`src/rtl/tgt_regf_arbiter_if.sv`:
```
// Bus bundle between the three engines, the register file and tgt_regf_arbiter.
//   slave  : arbiter view (requests, strobes, regf read data in; grant, regf port,
//            read return and timeout out)
//   master : requester / register-file side of the same signals
// Per-requester fields are packed: requester k uses [k*W +: W].
interface tgt_regf_arbiter_if #(
  parameter int ADDR_W = 10,
  parameter int DATA_W = 8
);
  logic [2:0]          i_req;
  logic [2:0]          i_wr_en;
  logic [2:0]          i_rd_en;
  logic [3*ADDR_W-1:0] i_addr;
  logic [3*DATA_W-1:0] i_wdata;
  logic [DATA_W-1:0]   i_regf_rdata;
  logic [2:0]          o_gnt;
  logic                o_regf_wr_en;
  logic                o_regf_rd_en;
  logic [ADDR_W-1:0]   o_regf_addr;
  logic [DATA_W-1:0]   o_regf_wdata;
  logic [DATA_W-1:0]   o_rdata;
  logic [2:0]          o_rd_valid;
  logic                o_timeout;

  modport slave (
    input  i_req, i_wr_en, i_rd_en, i_addr, i_wdata, i_regf_rdata,
    output o_gnt, o_regf_wr_en, o_regf_rd_en, o_regf_addr, o_regf_wdata,
           o_rdata, o_rd_valid, o_timeout
  );

  modport master (
    output i_req, i_wr_en, i_rd_en, i_addr, i_wdata, i_regf_rdata,
    input  o_gnt, o_regf_wr_en, o_regf_rd_en, o_regf_addr, o_regf_wdata,
           o_rdata, o_rd_valid, o_timeout
  );
endinterface

```
`src/rtl/tgt_regf_arbiter.sv`:
```
// tgt_regf_arbiter: round-robin owner of the target's single register-file port,
// shared by SDR (0), HDR-DDR normal transactions (1) and HDR CCC (2).
// Ports:
//   i_sys_clk : system clock, rising edge
//   i_sys_rst : asynchronous active-low reset
//   bus       : tgt_regf_arbiter_if.slave (requests/strobes/addr/wdata per engine,
//               regf read data in; one-hot grant, muxed regf port, read data,
//               per-requester read-valid and timeout pulse out)
// Optional feature macro: REGF_ARB_TIMEOUT_EN -- revokes a grant held MAX_HOLD
// cycles and masks the revoked engine until it drops its request.
module tgt_regf_arbiter #(
  parameter int ADDR_W   = 10,
  parameter int DATA_W   = 8,
  parameter int MAX_HOLD = 64
) (
  input  logic                i_sys_clk,
  input  logic                i_sys_rst,
  tgt_regf_arbiter_if.slave   bus
);

  if ((MAX_HOLD < 1) || (MAX_HOLD > 255)) begin : g_hold_range
    $error("MAX_HOLD must be within 1..255");
  end

  typedef enum logic {IDLE, OWNED} state_t;

  state_t              state_q, state_d;
  logic [2:0]          gnt_q, gnt_d;
  logic [1:0]          last_q, last_d;
  logic [2:0]          rd_valid_q, rd_valid_d;

  logic                owner_req;
  logic                revoke;
  logic [2:0]          mask;
  logic [2:0]          eligible;
  logic                found;
  logic [1:0]          win;

  logic                regf_wr;
  logic                regf_rd;
  logic [ADDR_W-1:0]   regf_addr;
  logic [DATA_W-1:0]   regf_wdata;

  // Requester index 'off' positions after 'last', wrapping 2 -> 0.
  function automatic logic [1:0] rr_idx(input logic [1:0] last, input int unsigned off);
    int unsigned s;
    s = (32'(last) + off) % 3;
    return s[1:0];
  endfunction

  assign owner_req = |(bus.i_req & gnt_q);
  // On a forced revoke the current owner is excluded from the same-cycle search.
  assign eligible  = bus.i_req & ~mask & (revoke ? ~gnt_q : 3'b111);

  // State register
  always_ff @(posedge i_sys_clk or negedge i_sys_rst) begin
    if (!i_sys_rst) begin
      state_q    <= IDLE;
      gnt_q      <= '0;
      last_q     <= 2'd2;
      rd_valid_q <= '0;
    end else begin
      state_q    <= state_d;
      gnt_q      <= gnt_d;
      last_q     <= last_d;
      rd_valid_q <= rd_valid_d;
    end
  end

  // Next-state: arbitrate when idle, when the owner releases, or on revoke
  always_comb begin
    state_d = state_q;
    gnt_d   = gnt_q;
    last_d  = last_q;
    found   = 1'b0;
    win     = last_q;
    for (int unsigned off = 1; off <= 3; off++) begin
      if (!found && eligible[rr_idx(last_q, off)]) begin
        found = 1'b1;
        win   = rr_idx(last_q, off);
      end
    end
    if ((state_q == IDLE) || !owner_req || revoke) begin
      if (found) begin
        state_d = OWNED;
        gnt_d   = 3'b001 << win;
        last_d  = win;
      end else begin
        state_d = IDLE;
        gnt_d   = '0;
      end
    end
  end

  // Outputs: owner's strobes onto the regf port; write beats read on collision
  always_comb begin
    regf_wr    = 1'b0;
    regf_rd    = 1'b0;
    regf_addr  = '0;
    regf_wdata = '0;
    for (int unsigned k = 0; k < 3; k++) begin
      if (gnt_q[k]) begin
        regf_wr    = bus.i_wr_en[k];
        regf_rd    = bus.i_rd_en[k] & ~bus.i_wr_en[k];
        regf_addr  = bus.i_addr[k*ADDR_W +: ADDR_W];
        regf_wdata = bus.i_wdata[k*DATA_W +: DATA_W];
      end
    end
    // The issuing owner travels with the read, so a handoff cannot misroute it.
    rd_valid_d = gnt_q & {3{regf_rd}};
  end

`ifdef REGF_ARB_TIMEOUT_EN
  logic [7:0] hold_q, hold_d;
  logic [2:0] mask_q, mask_d;
  logic       timeout_q;

  // hold_q counts completed cycles of the current grant, so the MAX_HOLD-th
  // owned cycle is the one that sees hold_q == MAX_HOLD-1.
  assign revoke = (state_q == OWNED) && owner_req && (hold_q == 8'(MAX_HOLD - 1));

  always_comb begin
    hold_d = '0;
    if ((state_q == OWNED) && (state_d == OWNED) && (gnt_d == gnt_q))
      hold_d = hold_q + 8'd1;
    mask_d = (mask_q & bus.i_req) | (revoke ? gnt_q : 3'b000);
  end

  always_ff @(posedge i_sys_clk or negedge i_sys_rst) begin
    if (!i_sys_rst) begin
      hold_q    <= '0;
      mask_q    <= '0;
      timeout_q <= 1'b0;
    end else begin
      hold_q    <= hold_d;
      mask_q    <= mask_d;
      timeout_q <= revoke;
    end
  end

  assign mask          = mask_q;
  assign bus.o_timeout = timeout_q;
`else
  assign revoke        = 1'b0;
  assign mask          = '0;
  assign bus.o_timeout = 1'b0;
`endif

  assign bus.o_gnt        = gnt_q;
  assign bus.o_regf_wr_en = regf_wr;
  assign bus.o_regf_rd_en = regf_rd;
  assign bus.o_regf_addr  = regf_addr;
  assign bus.o_regf_wdata = regf_wdata;
  assign bus.o_rdata      = bus.i_regf_rdata;
  assign bus.o_rd_valid   = rd_valid_q;

endmodule

```
`src/flat_wrapper.sv`:
```
// flat-port wrapper written by rule: the top's interface ports become plain ports
module tgt_regf_arbiter_flat 
#(
  parameter int ADDR_W   = 10,
  parameter int DATA_W   = 8,
  parameter int MAX_HOLD = 64
)
  (i_sys_clk, i_sys_rst, bus_i_req, bus_i_wr_en, bus_i_rd_en, bus_i_addr, bus_i_wdata, bus_i_regf_rdata, bus_o_gnt, bus_o_regf_wr_en, bus_o_regf_rd_en, bus_o_regf_addr, bus_o_regf_wdata, bus_o_rdata, bus_o_rd_valid, bus_o_timeout);
  tgt_regf_arbiter_if #(.ADDR_W(ADDR_W), .DATA_W(DATA_W)) bus_i ();
  input  logic i_sys_clk;
  input  logic i_sys_rst;
  input wire logic [$bits(bus_i.i_req)-1:0] bus_i_req;
  input wire logic [$bits(bus_i.i_wr_en)-1:0] bus_i_wr_en;
  input wire logic [$bits(bus_i.i_rd_en)-1:0] bus_i_rd_en;
  input wire logic [$bits(bus_i.i_addr)-1:0] bus_i_addr;
  input wire logic [$bits(bus_i.i_wdata)-1:0] bus_i_wdata;
  input wire logic [$bits(bus_i.i_regf_rdata)-1:0] bus_i_regf_rdata;
  output wire logic [$bits(bus_i.o_gnt)-1:0] bus_o_gnt;
  output wire logic [$bits(bus_i.o_regf_wr_en)-1:0] bus_o_regf_wr_en;
  output wire logic [$bits(bus_i.o_regf_rd_en)-1:0] bus_o_regf_rd_en;
  output wire logic [$bits(bus_i.o_regf_addr)-1:0] bus_o_regf_addr;
  output wire logic [$bits(bus_i.o_regf_wdata)-1:0] bus_o_regf_wdata;
  output wire logic [$bits(bus_i.o_rdata)-1:0] bus_o_rdata;
  output wire logic [$bits(bus_i.o_rd_valid)-1:0] bus_o_rd_valid;
  output wire logic [$bits(bus_i.o_timeout)-1:0] bus_o_timeout;
  assign bus_i.i_req = bus_i_req;
  assign bus_i.i_wr_en = bus_i_wr_en;
  assign bus_i.i_rd_en = bus_i_rd_en;
  assign bus_i.i_addr = bus_i_addr;
  assign bus_i.i_wdata = bus_i_wdata;
  assign bus_i.i_regf_rdata = bus_i_regf_rdata;
  assign bus_o_gnt = bus_i.o_gnt;
  assign bus_o_regf_wr_en = bus_i.o_regf_wr_en;
  assign bus_o_regf_rd_en = bus_i.o_regf_rd_en;
  assign bus_o_regf_addr = bus_i.o_regf_addr;
  assign bus_o_regf_wdata = bus_i.o_regf_wdata;
  assign bus_o_rdata = bus_i.o_rdata;
  assign bus_o_rd_valid = bus_i.o_rd_valid;
  assign bus_o_timeout = bus_i.o_timeout;
  tgt_regf_arbiter #(.ADDR_W(ADDR_W), .DATA_W(DATA_W), .MAX_HOLD(MAX_HOLD)) u_core (.i_sys_clk(i_sys_clk), .i_sys_rst(i_sys_rst), .bus(bus_i));
endmodule
```
`config.mk`:
```
export PLATFORM = sky130hd
export DESIGN_NAME = tgt_regf_arbiter_flat
export DESIGN_NICKNAME = d
export VERILOG_FILES = /design/src/rtl/tgt_regf_arbiter_if.sv /design/src/rtl/tgt_regf_arbiter.sv /design/src/flat_wrapper.sv
export SDC_FILE = /design/constraint.sdc
export NUM_CORES = 1
export LEC_CHECK = 0
export ABC_CLOCK_PERIOD_IN_PS = 1800
export BUFFER_PORTS_ARGS = -buffer_cell sky130_fd_sc_hd__buf_2
export CAP_MARGIN = 30
export CORE_MARGIN = 2
export CORE_UTILIZATION = 33
export DETAILED_ROUTE_END_ITERATION = 8
export PLACE_DENSITY = 0.77
export RECOVER_POWER = 50
export SETUP_SLACK_MARGIN = 0.3
export SYNTH_ARGS = -nofsm -noshare
export SYNTH_HDL_FRONTEND = slang
export SYNTH_SLANG_ARGS = --single-unit
```
`constraint.sdc`:
```
create_clock -name i_sys_clk -period 1.8 [get_ports i_sys_clk]
set_input_delay 0.36 -clock i_sys_clk [delete_from_list [all_inputs] [get_ports i_sys_clk]]
set_output_delay 0.36 -clock i_sys_clk [all_outputs]
set_load 0.02 [all_outputs]
```
After elaboration in Yosys (flattened, before gate mapping)
Cells that the tools add are included.
{ "totals": {"register_bits": 9, "inputBits": 73} }
{ "op_classes": {"addsub": 3, "div_mod_pow": 3, "n_lt_le_gt_ge": 3, "shifts": 1, "muxes": 26, "bitwise_logic": 9, "reduce_logical": 8} }
{ "ops": {"columns": ["operator", "count"], "rows": [
  ["modulo 32 x 2 -> 32 bit (second input constant)", 3],
  ["2-to-1 mux 10 bit", 3],
  ["2-to-1 mux 8 bit", 3],
  ["2-to-1 mux 1 bit", 13],
  ["< comparator 2 x 3 -> 1 bit (second input constant)", 3],
  ["adder 2 x 2 -> 3 bit (second input constant)", 2],
  ["bitwise AND 3 bit", 2],
  ["binary-select mux 1 bit (select 2 bit)", 3],
  ["2-to-1 mux 2 bit", 3],
  ["inverter 1 bit", 4],
  ["adder 2 x 1 -> 3 bit (second input constant)", 1],
  ["bitwise AND 1 bit", 3],
  ["zero test 1 bit", 3],
  ["2-to-1 mux 3 bit", 1],
  ["OR reduction 3 bit", 1],
  ["<< shifter 1 x 2 -> 3 bit (first input constant)", 1],
  ["logical AND 1 bit", 2],
  ["AND reduction 2 bit", 1],
  ["logical OR 1 bit", 1]
]} }

Logic depth before layout (Yosys ltp)
Gate-level depths: netlist (run 1).
{ "logic_depth": {"word_depth": 13, "ltp_mapped": 8} }

Worst setup path before layout (run 1)
Ideal clock, no wire load.
{ "synth_timing": {"path_kind": "register -> output", "from": "reg u_core.gnt_q[1], in the netlist u_core.bus.o_gnt[1]", "to": "out bus_o_regf_addr[0]", "arrival_ns": 1.642, "t_required_ns": 1.440, "path_slack_ns": -0.202, "stages_incl_launch_ff": 7, "path_cell_list": "dfrtp_1 > buf_2 > nor2b_1 > buf_2 > buf_2 > a22oi_1 > o21ai_0"} }
{ "synth_between": {"elab_chain_cells": 2} }
{ "synth_rtl": {"columns": ["element", "line", "rtl"], "rows": [
  ["from (decl)", "tgt_regf_arbiter.sv:28", "logic [2:0] gnt_q, gnt_d;"],
  ["from (signal assigned)", "tgt_regf_arbiter.sv:64", "gnt_q <= gnt_d;"],
  ["2-to-1 mux 10 bit (2 in series)", "tgt_regf_arbiter.sv:102", "if (gnt_q[k]) begin"],
  ["to (decl)", "flat_wrapper.sv:21", "output wire logic [$bits(bus_i.o_regf_addr)-1:0] bus_o_regf_addr;"]
]} }
Every way passes these cells.

Worst setup path in the final report (run 1)
{ "layout_timing": {"from": "reg u_core.last_q[1]", "to": "reg u_core.gnt_q[0], in the netlist u_core.bus.o_gnt[0]"} }
{ "layout_between": {"elab_chain_cells": 13} }
{ "layout_rtl": {"columns": ["element", "line", "rtl"], "rows": [
  ["from (decl)", "tgt_regf_arbiter.sv:29", "logic [1:0] last_q, last_d;"],
  ["from (signal assigned)", "tgt_regf_arbiter.sv:65", "last_q <= last_d;"],
  ["adder 2 x 1 -> 3 bit", "tgt_regf_arbiter.sv:47", "s = (32'(last) + off) % 3;"],
  ["modulo 32 x 2 -> 32 bit", "tgt_regf_arbiter.sv:47", null],
  ["binary-select mux 1 bit (select 2 bit)", "tgt_regf_arbiter.sv:78", "if (!found && eligible[rr_idx(last_q, off)]) begin"],
  ["2-to-1 mux 1 bit (implied by the code)", "tgt_regf_arbiter.sv:78", null],
  ["2-to-1 mux 1 bit", "tgt_regf_arbiter.sv:78", null],
  ["zero test 1 bit", "tgt_regf_arbiter.sv:78", null],
  ["logical AND 1 bit", "tgt_regf_arbiter.sv:78", null],
  ["2-to-1 mux 1 bit", "tgt_regf_arbiter.sv:78", null],
  ["zero test 1 bit", "tgt_regf_arbiter.sv:78", null],
  ["logical AND 1 bit", "tgt_regf_arbiter.sv:78", null],
  ["2-to-1 mux 2 bit", "tgt_regf_arbiter.sv:78", null],
  ["<< shifter 1 x 2 -> 3 bit", "tgt_regf_arbiter.sv:86", "gnt_d = 3'b001 << win;"],
  ["2-to-1 mux 3 bit (*)", "tgt_regf_arbiter.sv:84", "if (found) begin"]
]} }
Every way passes the cells marked *; elsewhere a longest branch is shown, timed or not. The select of a mux whose other input is x is not followed.
A chain may end at the register's enable or synchronous reset.

==> run summary, run 1 <==
Vias in the first global route: 1,463
Failing checks: setup timing
Final core utilization: 0.6715
Hold Crit Class: in -> reg
Initial Utilization: 0.3412
Slowest library cell on the worst path: dfstp_2
Area delta synth->final: 96.81%
Antenna diodes: 0
Crit path max-delay family: compound AO/OA/AOI/OAI gates
Final hold vios: 0
Period minus WS final: 1.861 ns
Standard-cell rows: 21
FMAX: 537.4 MHz
Synthesized Nets: 230
Initial antenna violation count: 0
FFs w/ async S/R, synth: 1.000
Relative slew slack: 0.6410
Yosys synthesis warning count: 0
Pleak: 1.022 nW
DIE WIDTH: 62.74 µm
Setup CP Type: reg -> reg
EDFF count, synth: 0
# setup viols final: 11
CP Buf/Inv Count: 0
Sequential element share of the synthesized area: 0.1989
GRT Overall Usage: 0.2284
Worst Path Max Fanout: 5
Main synth FF type: dfrtp_1
I/O Buffers: 90
CP Launch Type: register
Top cells by area, synth: dfrtp_1 (18%), a22oi_1 (12%), o21ai_0 (10%)
CP Capture Type: register
Vias/cell: 5.433
Post-route setup slack: -0.06092 ns
Yosys reg bits: 9
Synth top area share: 0.1758
Count leader, synth: nand2_1
Largest net degree at the start of global routing: 24
Share of layout cells above drive strength 1: 0.7205
Die ar.: 0.003936 mm²
Worst EP arrival: 2.02 ns
Cell taking the most area after synthesis: dfrtp_1
Clk buf depth: 2
Dpl ws: -0.06891 ns
Number of DRC markers in iteration 0: 148
RSZ-0062 raised after global routing: yes
Routed WL: 5.253 mm
CP Data Required Time: 1.96 ns
Die Y-Extent: 62.74 µm
Final Max Slew Viols: 0
CP cell instances: ha_4, mux2i_2, o22ai_2, o41ai_4, nor2_2, a22o_1
Root buf cell: clkbuf_4
Via count: 1,630
Worst Tran Pin Value: 0.5384 ns
Worst-case vdd ir drop: 0.0007779 V
Fillcell total: 239
Post-synth top cells: nand2_1 (25), o21ai_0 (23), a22oi_1 (18)
I/O pin count: 108
# DRC: 0
CTS tree: yes
Critical path's largest stage delay: 0.55 ns
Detailed Place HPWL: 2.956 mm
First-pass GRT wire length: 7.176 mm
Fin area: 0.002241 mm²
Routability cong.: 0.7626
Avg Cell Area, Syn: 7.346 µm²
Cell variety after synth: 39
Outcome: complete, but fails checks
Cts bufs inserted: 3
Nets: 330
Cells after synthesis: 155
Remaining global-route overflow: 0
Clk slew on worst S/H paths: 0.07 ns
Clk_lat worst skew: 0.28 ns
Clk sinks: 9
Core area: 0.003337 mm²
Worst Clk Skew: 0.006345 ns
ANT nets after route: 0
Pwr Density: 1843 mW/mm²
Synthesized cell area: 0.001139 mm²
DR pass1 iterations: 4
Period utilisation layout: 1.034
Number of max-cap violations: 0
Power Total: 4.129 mW
H-tree Lvls: 1
Wirelength per Cell: 17.51 µm
Post-DP Area: 0.001718 mm²
## metrics by stage
stage	setup TNS [ns]	instances	hold WS [ns]
5_1_grt	-1.116	300	0.2762
4_1_cts	-0.1093	291	0.2771
3_5_place_dp	-0.1956	284	0.2274
2_1_floorplan	0	155	0.06441
6_report	-0.2712	300	0.2930
3_3_place_gp	-0.01698	284	0.2213
## where the power goes
group	total [mW]	switching, mW	internal, mW
logic	3.59	1.80	1.79
registers	0.364	0.0762	0.288
clock network	0.172	0.0856	0.0861
## worst register-to-register path: stages, from the launching register on
cell	delay, ns
dfstp_2	0.55
ha_4	0.22
mux2i_2	0.20
o22ai_2	0.12
o41ai_4	0.40
nor2_2	0.06
a22o_1	0.20
## registers in the layout (all words and copies together) (netlist names)
register and cells:
u_core.bus.o_gnt 3, u_core.bus.o_rd_valid 3, u_core.state_q 1, u_core.last_q 2
## cells by family after synthesis
kind of cell | Yosys count | share of synthesized area
and+or+nand+nor | 57 | 0.2670
AOI/OAI and AO/OA | 57 | 0.3363
other | 1 | 0.003294
muxes | 2 | 0.01758
adders and majority gates | 3 | 0.03077
DFF | 9 | 0.1989
buffers and inverters | 26 | 0.1461
## timing repair
action / in CTS / in global routing
hold endpoints to repair: 8 / 0
hold buffers: 1 / 0
gates cloned: 0 / 3
pin swaps: 14 / 11
endpoints found under the setup margin: 27 / 27
buffers inserted: 2 / 6
gates resized for setup: 77 / 17
## metal layers
layer	share of wire	GRT usage	wire length, µm
met4	0.048	0.09722	251
met3	0.055	0.04685	291
met5	0	0	0
met1	0.36	0.2322	1891
met2	0.54	0.4449	2819
## cell type report
class	count	area (µm²)	share of cell area
Timing Repair Buffer	118	888.4	0.3964
Clock buffer	4	26.28	0.01173
Tap cell	46	57.56	0.02568
Multi-Input combinational cell	120	1028	0.4590
Inverter	3	11.26	0.005025
Sequential cell	9	229.0	0.1022
## cell usage in the layout (no fill, tap or decap), types with 2 or more instances in the layout
cell type	Yosys	layout
a21oi_2	0	4
a22o_1	2	2
a22oi_2	0	18
buf_12	0	3
buf_2	4	68
buf_4	9	17
buf_6	4	25
clkbuf_1	6	2
clkbuf_16	0	2
clkbuf_4	0	3
dfrtp_1	8	6
dfrtp_2	0	2
ha_4	0	2
inv_2	0	2
nand2_1	25	25
nand2b_1	4	3
nand3_1	4	3
nand3b_1	3	3
nor2_1	6	4
nor2_2	1	2
nor2b_1	5	4
o21ai_1	0	3
o21ai_2	0	19
## path summary, 6_finish.rpt
| check | from | to | slack (ns) | cells past startpoint |
|---|---|---|---|---|
| setup / recovery | u_core.last_q[1]$_DFFE_PN1P_ | u_core.bus.o_gnt[0]$_DFFE_PN0P_ | -0.06 | 6 |
| hold / removal | bus_i_wr_en[2] | u_core.bus.o_rd_valid[2]$_DFF_PN0_ | 0.29 | 2 |
| setup reg to reg | u_core.last_q[1]$_DFFE_PN1P_ | u_core.bus.o_gnt[0]$_DFFE_PN0P_ | -0.06 | 6 |
| hold reg to reg | u_core.bus.o_gnt[0]$_DFFE_PN0P_ | u_core.bus.o_gnt[0]$_DFFE_PN0P_ | 0.70 | 2 |
| max in group asynchronous | i_sys_rst | u_core.bus.o_gnt[1]$_DFFE_PN0P_ | 0.84 | 2 |
| min in group asynchronous | i_sys_rst | u_core.bus.o_rd_valid[2]$_DFF_PN0_ | 0.57 | 2 |
Note: power is estimated with default switching activity, not from simulation.
==> run 2, diff against run 1 <==
--- a/config.mk
+++ b/config.mk
@@ -11,7 +11,7 @@
 export CORE_MARGIN = 2
 export CORE_UTILIZATION = 33
 export DETAILED_ROUTE_END_ITERATION = 8
-export PLACE_DENSITY = 0.77
+export PLACE_DENSITY = 0.79
 export RECOVER_POWER = 50
 export SETUP_SLACK_MARGIN = 0.3
 export SYNTH_ARGS = -nofsm -noshare
==> run summary, run 2 (synthesized netlist as in run 1, its figures left out) <==
DIE WIDTH: 62.74 µm (unchanged)
Power Total: 3.801 mW (-7.9%)
CP Data Required Time: 1.44 ns (-0.52 ns)
# setup viols final: 13 (+2)
P_sw: 1.789 mW (-9.0%)
Fillcell total: 253 (+5.9%)
H-tree Lvls: 1 (unchanged)
Final core utilization: 0.6460 (-0.02550)
Hold EP: u_core.bus.o_rd_valid[2]$_DFF_PN0_
Commonest non-fill, non-tap cell in the layout: buf_2
Initial antenna violation count: 0 (unchanged)
Switch share: 0.4706 (-0.005412)
Remaining global-route overflow: 0 (unchanged)
Vias/cell: 5.347 (-1.6%)
FMAX: 528.6 MHz (-1.6%)
Clock share of power: 0.040 (-0.002)
CP Capture Type: output port
Wirelength per Cell: 16.25 µm (-7.2%)
Post-route setup slack: -0.09180 ns (-0.03089 ns)
Final hold vios: 0 (unchanged)
Cell mode on critical path: buf_6
First-pass GRT wire length: 7.141 mm (-0.49%)
Routability cong.: 0.7999 (+4.9%)
DR pass1 iterations: 4 (unchanged)
Die ar.: 0.003936 mm² (unchanged)
Via count: 1,604 (-1.6%)
Period minus WS final: 1.892 ns (+0.03089 ns)
Clk slew on worst S/H paths: 0.06 ns (about the same)
I/O pin count: 108 (unchanged)
Detailed Place HPWL: 2.940 mm (-0.54%)
Clk sinks: 9 (unchanged)
Hold Crit Class: in -> reg
Worst Clk Skew: 0.002065 ns (-0.004280 ns)
Relative slew slack: 0.6362 (-0.004832)
Pleak: 0.9860 nW (-3.5%)
Core area: 0.003337 mm² (unchanged)
Largest net degree at the start of global routing: 43 (+79%)
Clk_lat worst skew: 0.25 ns (-0.03 ns)
I/O Buffers: 90 (unchanged)
Pwr Density: 1763 mW/mm² (-4.3%)
Setup CP Type: reg -> out
Cts bufs inserted: 3 (unchanged)
Root buf cell: clkbuf_4
RSZ-0062 raised after global routing: yes
Fin area: 0.002156 mm² (-3.8%)
CP Launch Type: register
ANT nets after route: 0 (unchanged)
Routed WL: 4.874 mm (-7.2%)
Hold Crit Depth: 2 (unchanged)
Standard-cell rows: 21 (unchanged)
Int Power: 2.013 mW (-7.0%)
Antenna diodes: 0 (unchanged)
Number of DRC markers in iteration 0: 125 (-16%)
RR Startpoint: u_core.last_q[0]$_DFFE_PN0P_
Worst EP arrival: 1.53 ns (-0.49 ns)
Critical path's largest stage delay: 0.44 ns (-0.11 ns)
Number of max-cap violations: 0 (unchanged)
GRT Overall Usage: 0.2219 (-0.006546)
Worst-case vdd ir drop: 0.0007070 V (-9.1%)
Initial Utilization: 0.3412 (unchanged)
Period utilisation layout: 1.051 (+0.01716)
Final Max Slew Viols: 0 (unchanged)
Worst Tran Pin Value: 0.5457 ns (+0.007248 ns)
Worst reg2reg path depth: 7 (+1)
Flop2flop setup slack: -0.04 ns (+0.02 ns)
Share of layout cells above drive strength 1: 0.7008 (-0.01969)
Critical hold path startpoint: bus_i_wr_en[2]
Die Y-Extent: 62.74 µm (unchanged)
Seq pwr share: 0.089 (about the same)
Clk buf depth: 2 (unchanged)
CP cell instances: nor2b_4, buf_6, a22oi_2, o21ai_2, buf_6
CTS tree: yes
Combinational power share: 0.871 (about the same)
Outcome: complete, but fails checks
Nets: 330 (unchanged)
Area delta synth->final: 89.34%
Slowest library cell on the worst path: dfrtp_2
Vias in the first global route: 1,555 (+6.3%)
Worst Path Max Fanout: 7 (+2)
Commonest non-fill, non-tap cells in the layout: buf_2 (69), buf_6 (25), nand2_1 (24)
Failing checks: setup timing
Dpl ws: -0.03881 ns (+0.03011 ns)
R2r endpoint: u_core.bus.o_gnt[0]$_DFFE_PN0P_
Post-DP Area: 0.001725 mm² (+0.44%)
# DRC: 0 (unchanged)
-- run 2: cell types whose count changed in the layout (fill, tap and decap cells not counted), moves of 2 or more --
cell,delta
a21oi_1,+2
a21oi_2,-2
buf_4,+2
nand2_2,+2
-- run 2: worst max-delay path by stage --
stage | end | slack [ns] | cells after the start | startpoint
2_1_floorplan | u_core.bus.o_gnt[0]$_DFFE_PN0P_ | 0.04 | 7 | u_core.last_q[0]$_DFFE_PN0P_
4_1_cts | u_core.bus.o_gnt[0]$_DFFE_PN0P_ | -0.05 | 6 | u_core.last_q[1]$_DFFE_PN1P_
6_report | bus_o_regf_addr[7] | -0.09 | 5 | u_core.bus.o_gnt[1]$_DFFE_PN0P_
5_1_grt | bus_o_regf_addr[7] | -0.17 | 5 | u_core.bus.o_gnt[1]$_DFFE_PN0P_
3_3_place_gp | u_core.bus.o_gnt[0]$_DFFE_PN0P_ | -0.04 | 8 | u_core.last_q[1]$_DFFE_PN1P_
3_5_place_dp | u_core.bus.o_gnt[0]$_DFFE_PN0P_ | -0.04 | 7 | u_core.last_q[0]$_DFFE_PN0P_
-- run 2: timing repair --
| action | 4_1_cts | 5_1_grt |
|---|---|---|
| endpoints found under the hold margin | 8 | 0 |
| hold buffers | 1 | 0 |
| setup buffers | 6 | 2 |
| gates resized for setup | 61 | 22 |
| pin swaps | 7 | 18 |
| setup endpoints to repair | 26 | 27 |
| cloned | 1 | 1 |
-- run 2: layout make-up --
type	instances	area (µm²)	share of cell area
Sequential cell	9	229.0	0.1062
Multi-Input combinational cell	120	983.4	0.4562
Clock buffer	4	26.28	0.01219
Tap cell	46	57.56	0.02670
Inverter	3	11.26	0.005223
Timing Repair Buffer	118	848.3	0.3935
-- run 2: stage by stage --
step	std cells	hold WS, ns	TNS [ns]
3_5_place_dp	285	0.2271	-0.1344
5_1_grt	300	0.3096	-1.947
2_1_floorplan	155	0.06441	0
6_report	300	0.3176	-0.4467
3_3_place_gp	285	0.2232	-0.03613
4_1_cts	297	0.2917	-0.06348
-- run 2: power by group through the flow --
stage	clock network, mW	registers [mW]	logic (mW)
2_1_floorplan	0	0.379	1.75
3_3_place_gp	0	0.324	2.40
3_5_place_dp	0	0.326	2.46
4_1_cts	0.159	0.336	2.98
5_1_grt	0.169	0.347	3.55
6_report	0.150	0.340	3.31
-- run 2: per-layer routing --
metal / share of wire / track usage
met1: 0.35 / 0.2464
met2: 0.55 / 0.4207
met3: 0.077 / 0.06126
met4: 0.025 / 0.04167
met5: 0 / 0
-- run 2: worst max-delay path, delay by kind of cell, from the launching register on --
family / cells / cell delay [ns]
AOI/OAI and AO/OA: 2 / 0.28
buffers and inverters: 2 / 0.33
DFF: 1 / 0.44
and+or+nand+nor: 1 / 0.22
==> run 3, diff against run 2 <==
--- a/config.mk
+++ b/config.mk
@@ -12,7 +12,6 @@
 export CORE_UTILIZATION = 33
 export DETAILED_ROUTE_END_ITERATION = 8
 export PLACE_DENSITY = 0.79
-export RECOVER_POWER = 50
 export SETUP_SLACK_MARGIN = 0.3
 export SYNTH_ARGS = -nofsm -noshare
 export SYNTH_HDL_FRONTEND = slang
==> run summary, run 3 (synthesized netlist as in run 1, its figures left out) <==
Die ar.: 0.003936 mm² (unchanged)
Root buf cell: clkbuf_4
Clk slew on worst S/H paths: 0.06 ns (about the same)
Routed WL: 4.891 mm (+0.35%)
Nets: 330 (unchanged)
Fin area: 0.002157 mm² (about the same)
Placed cells: 285 (unchanged)
Failing checks: setup timing
Period utilisation layout: 1.051 (about the same)
Cts bufs inserted: 3 (unchanged)
Initial antenna violation count: 0 (unchanged)
# DRC: 0 (unchanged)
I/O pin count: 108 (unchanged)
Clk buf depth: 2 (unchanged)
Core area: 0.003337 mm² (unchanged)
CP Data Required Time: 1.44 ns (about the same)
CTS tree: yes
FMAX: 528.5 MHz (about the same)
Period minus WS final: 1.892 ns (+0.0002873 ns)
Die Y-Extent: 62.74 µm (unchanged)
Final hold vios: 0 (unchanged)
ANT nets after route: 0 (unchanged)
Setup CP Type: reg -> out
Remaining global-route overflow: 0 (unchanged)
CP Capture Type: output port
GRT Overall Usage: 0.2219 (unchanged)
Standard-cell rows: 21 (unchanged)
First-pass GRT wire length: 7.141 mm (unchanged)
Hold Crit Class: in -> reg
Initial Utilization: 0.3412 (unchanged)
Number of DRC markers in iteration 0: 125 (unchanged)
Commonest non-fill, non-tap cells in the layout: buf_2 (70), buf_6 (25), nand2_1 (24)
DR pass1 iterations: 4 (unchanged)
Vias in the first global route: 1,555 (unchanged)
Clk sinks: 9 (unchanged)
Via count: 1,610 (+0.37%)
Antenna diodes: 0 (unchanged)
Commonest non-fill, non-tap cell in the layout: buf_2
Number of max-cap violations: 0 (unchanged)
Detailed Place HPWL: 2.940 mm (unchanged)
Wirelength per Cell: 16.30 µm (+0.35%)
Pwr Density: 1764 mW/mm² (about the same)
H-tree Lvls: 1 (unchanged)
DIE WIDTH: 62.74 µm (unchanged)
Clk_lat worst skew: 0.25 ns (about the same)
Post-DP Area: 0.001725 mm² (unchanged)
Final Max Slew Viols: 0 (unchanged)
RSZ-0062 raised after global routing: yes
Worst EP arrival: 1.53 ns (about the same)
Final core utilization: 0.6464 (about the same)
Dpl ws: -0.03881 ns (unchanged)
Share of layout cells above drive strength 1: 0.7047 (+0.003937)
Worst-case vdd ir drop: 0.0007083 V (+0.19%)
Worst Clk Skew: 0.001988 ns (-0.00007691 ns)
Area delta synth->final: 89.45% (about the same)
Worst Path Max Fanout: 7 (unchanged)
Routability cong.: 0.7999 (unchanged)
Post-route setup slack: -0.09209 ns (-0.0002873 ns)
Non-filler instance count after layout: 300 (unchanged)
Outcome: complete, but fails checks
WHS: 0.3181 ns (+0.0005370 ns)
CP Launch Type: register
Vias/cell: 5.367 (+0.37%)
I/O Buffers: 90 (unchanged)
Pleak: 0.9887 nW (+0.28%)
# setup viols final: 13 (unchanged)
Largest net degree at the start of global routing: 43 (unchanged)
run 3: cell type report:
| cell class | count | area, µm² |
|---|---|---|
| Multi-Input combinational cell | 120 | 983.4 |
| Tap cell | 46 | 57.56 |
| Timing Repair Buffer | 118 | 849.6 |
| Sequential cell | 9 | 229.0 |
| Fill cell | 252 | 1180 |
| Inverter | 3 | 11.26 |
| Clock buffer | 4 | 26.28 |
run 3: through the flow:
stage	setup TNS (ns)	total power, mW
after detailed placement	-0.1344	2.783
after global routing	-1.947	4.070
after CTS	-0.06348	3.474
after floorplan	0	2.128
final	-0.4551	3.804
after global placement	-0.03613	2.726
run 3: final timing paths:
kind | from | cells after the start | slack [ns] | endpoint
setup / recovery | u_core.bus.o_gnt[1]$_DFFE_PN0P_ | 5 | -0.09 | bus_o_regf_addr[7]
setup reg to reg | u_core.last_q[0]$_DFFE_PN0P_ | 7 | -0.05 | u_core.bus.o_gnt[0]$_DFFE_PN0P_
hold reg to reg | u_core.last_q[0]$_DFFE_PN0P_ | 3 | 0.65 | u_core.last_q[0]$_DFFE_PN0P_
hold / removal | bus_i_wr_en[2] | 2 | 0.32 | u_core.bus.o_rd_valid[2]$_DFF_PN0_
max in group asynchronous | i_sys_rst | 2 | 1.05 | u_core.last_q[1]$_DFFE_PN1P_
min in group asynchronous | i_sys_rst | 2 | 0.50 | u_core.state_q$_DFFE_PN0P_
run 3: worst max-delay path: stages (launching register included):
cell and delay (ns):
dfrtp_2 0.44, nor2b_4 0.22, buf_6 0.19, a22oi_2 0.08, o21ai_2 0.20, buf_6 0.14
run 3: timing repair:
| action | CTS | global route |
|---|---|---|
| hold buffers | 1 | 0 |
| pin swaps | 7 | 18 |
| hold endpoints to repair | 8 | 0 |
| gates resized for setup | 61 | 22 |
| endpoints found under the setup margin | 26 | 27 |
| gates cloned | 1 | 1 |
| buffers inserted | 6 | 2 |
run 3: metal layers:
metal / vias up / GRT usage / routed length [µm]
met5: - / 0 / 0
met3: 14 / 0.06126 / 370
li1: 751 / - / -
met1: 767 / 0.2464 / 1710
met2: 78 / 0.4207 / 2688
met4: 0 / 0.04167 / 121
run 3: power breakdown:
part | switching (mW) | total, mW | internal (mW) | leakage, nW
sequential | 0.0526 | 0.340 | 0.288 | 0.110
combinational | 1.67 | 3.31 | 1.64 | 0.863
clock | 0.0652 | 0.150 | 0.0851 | 0.0150
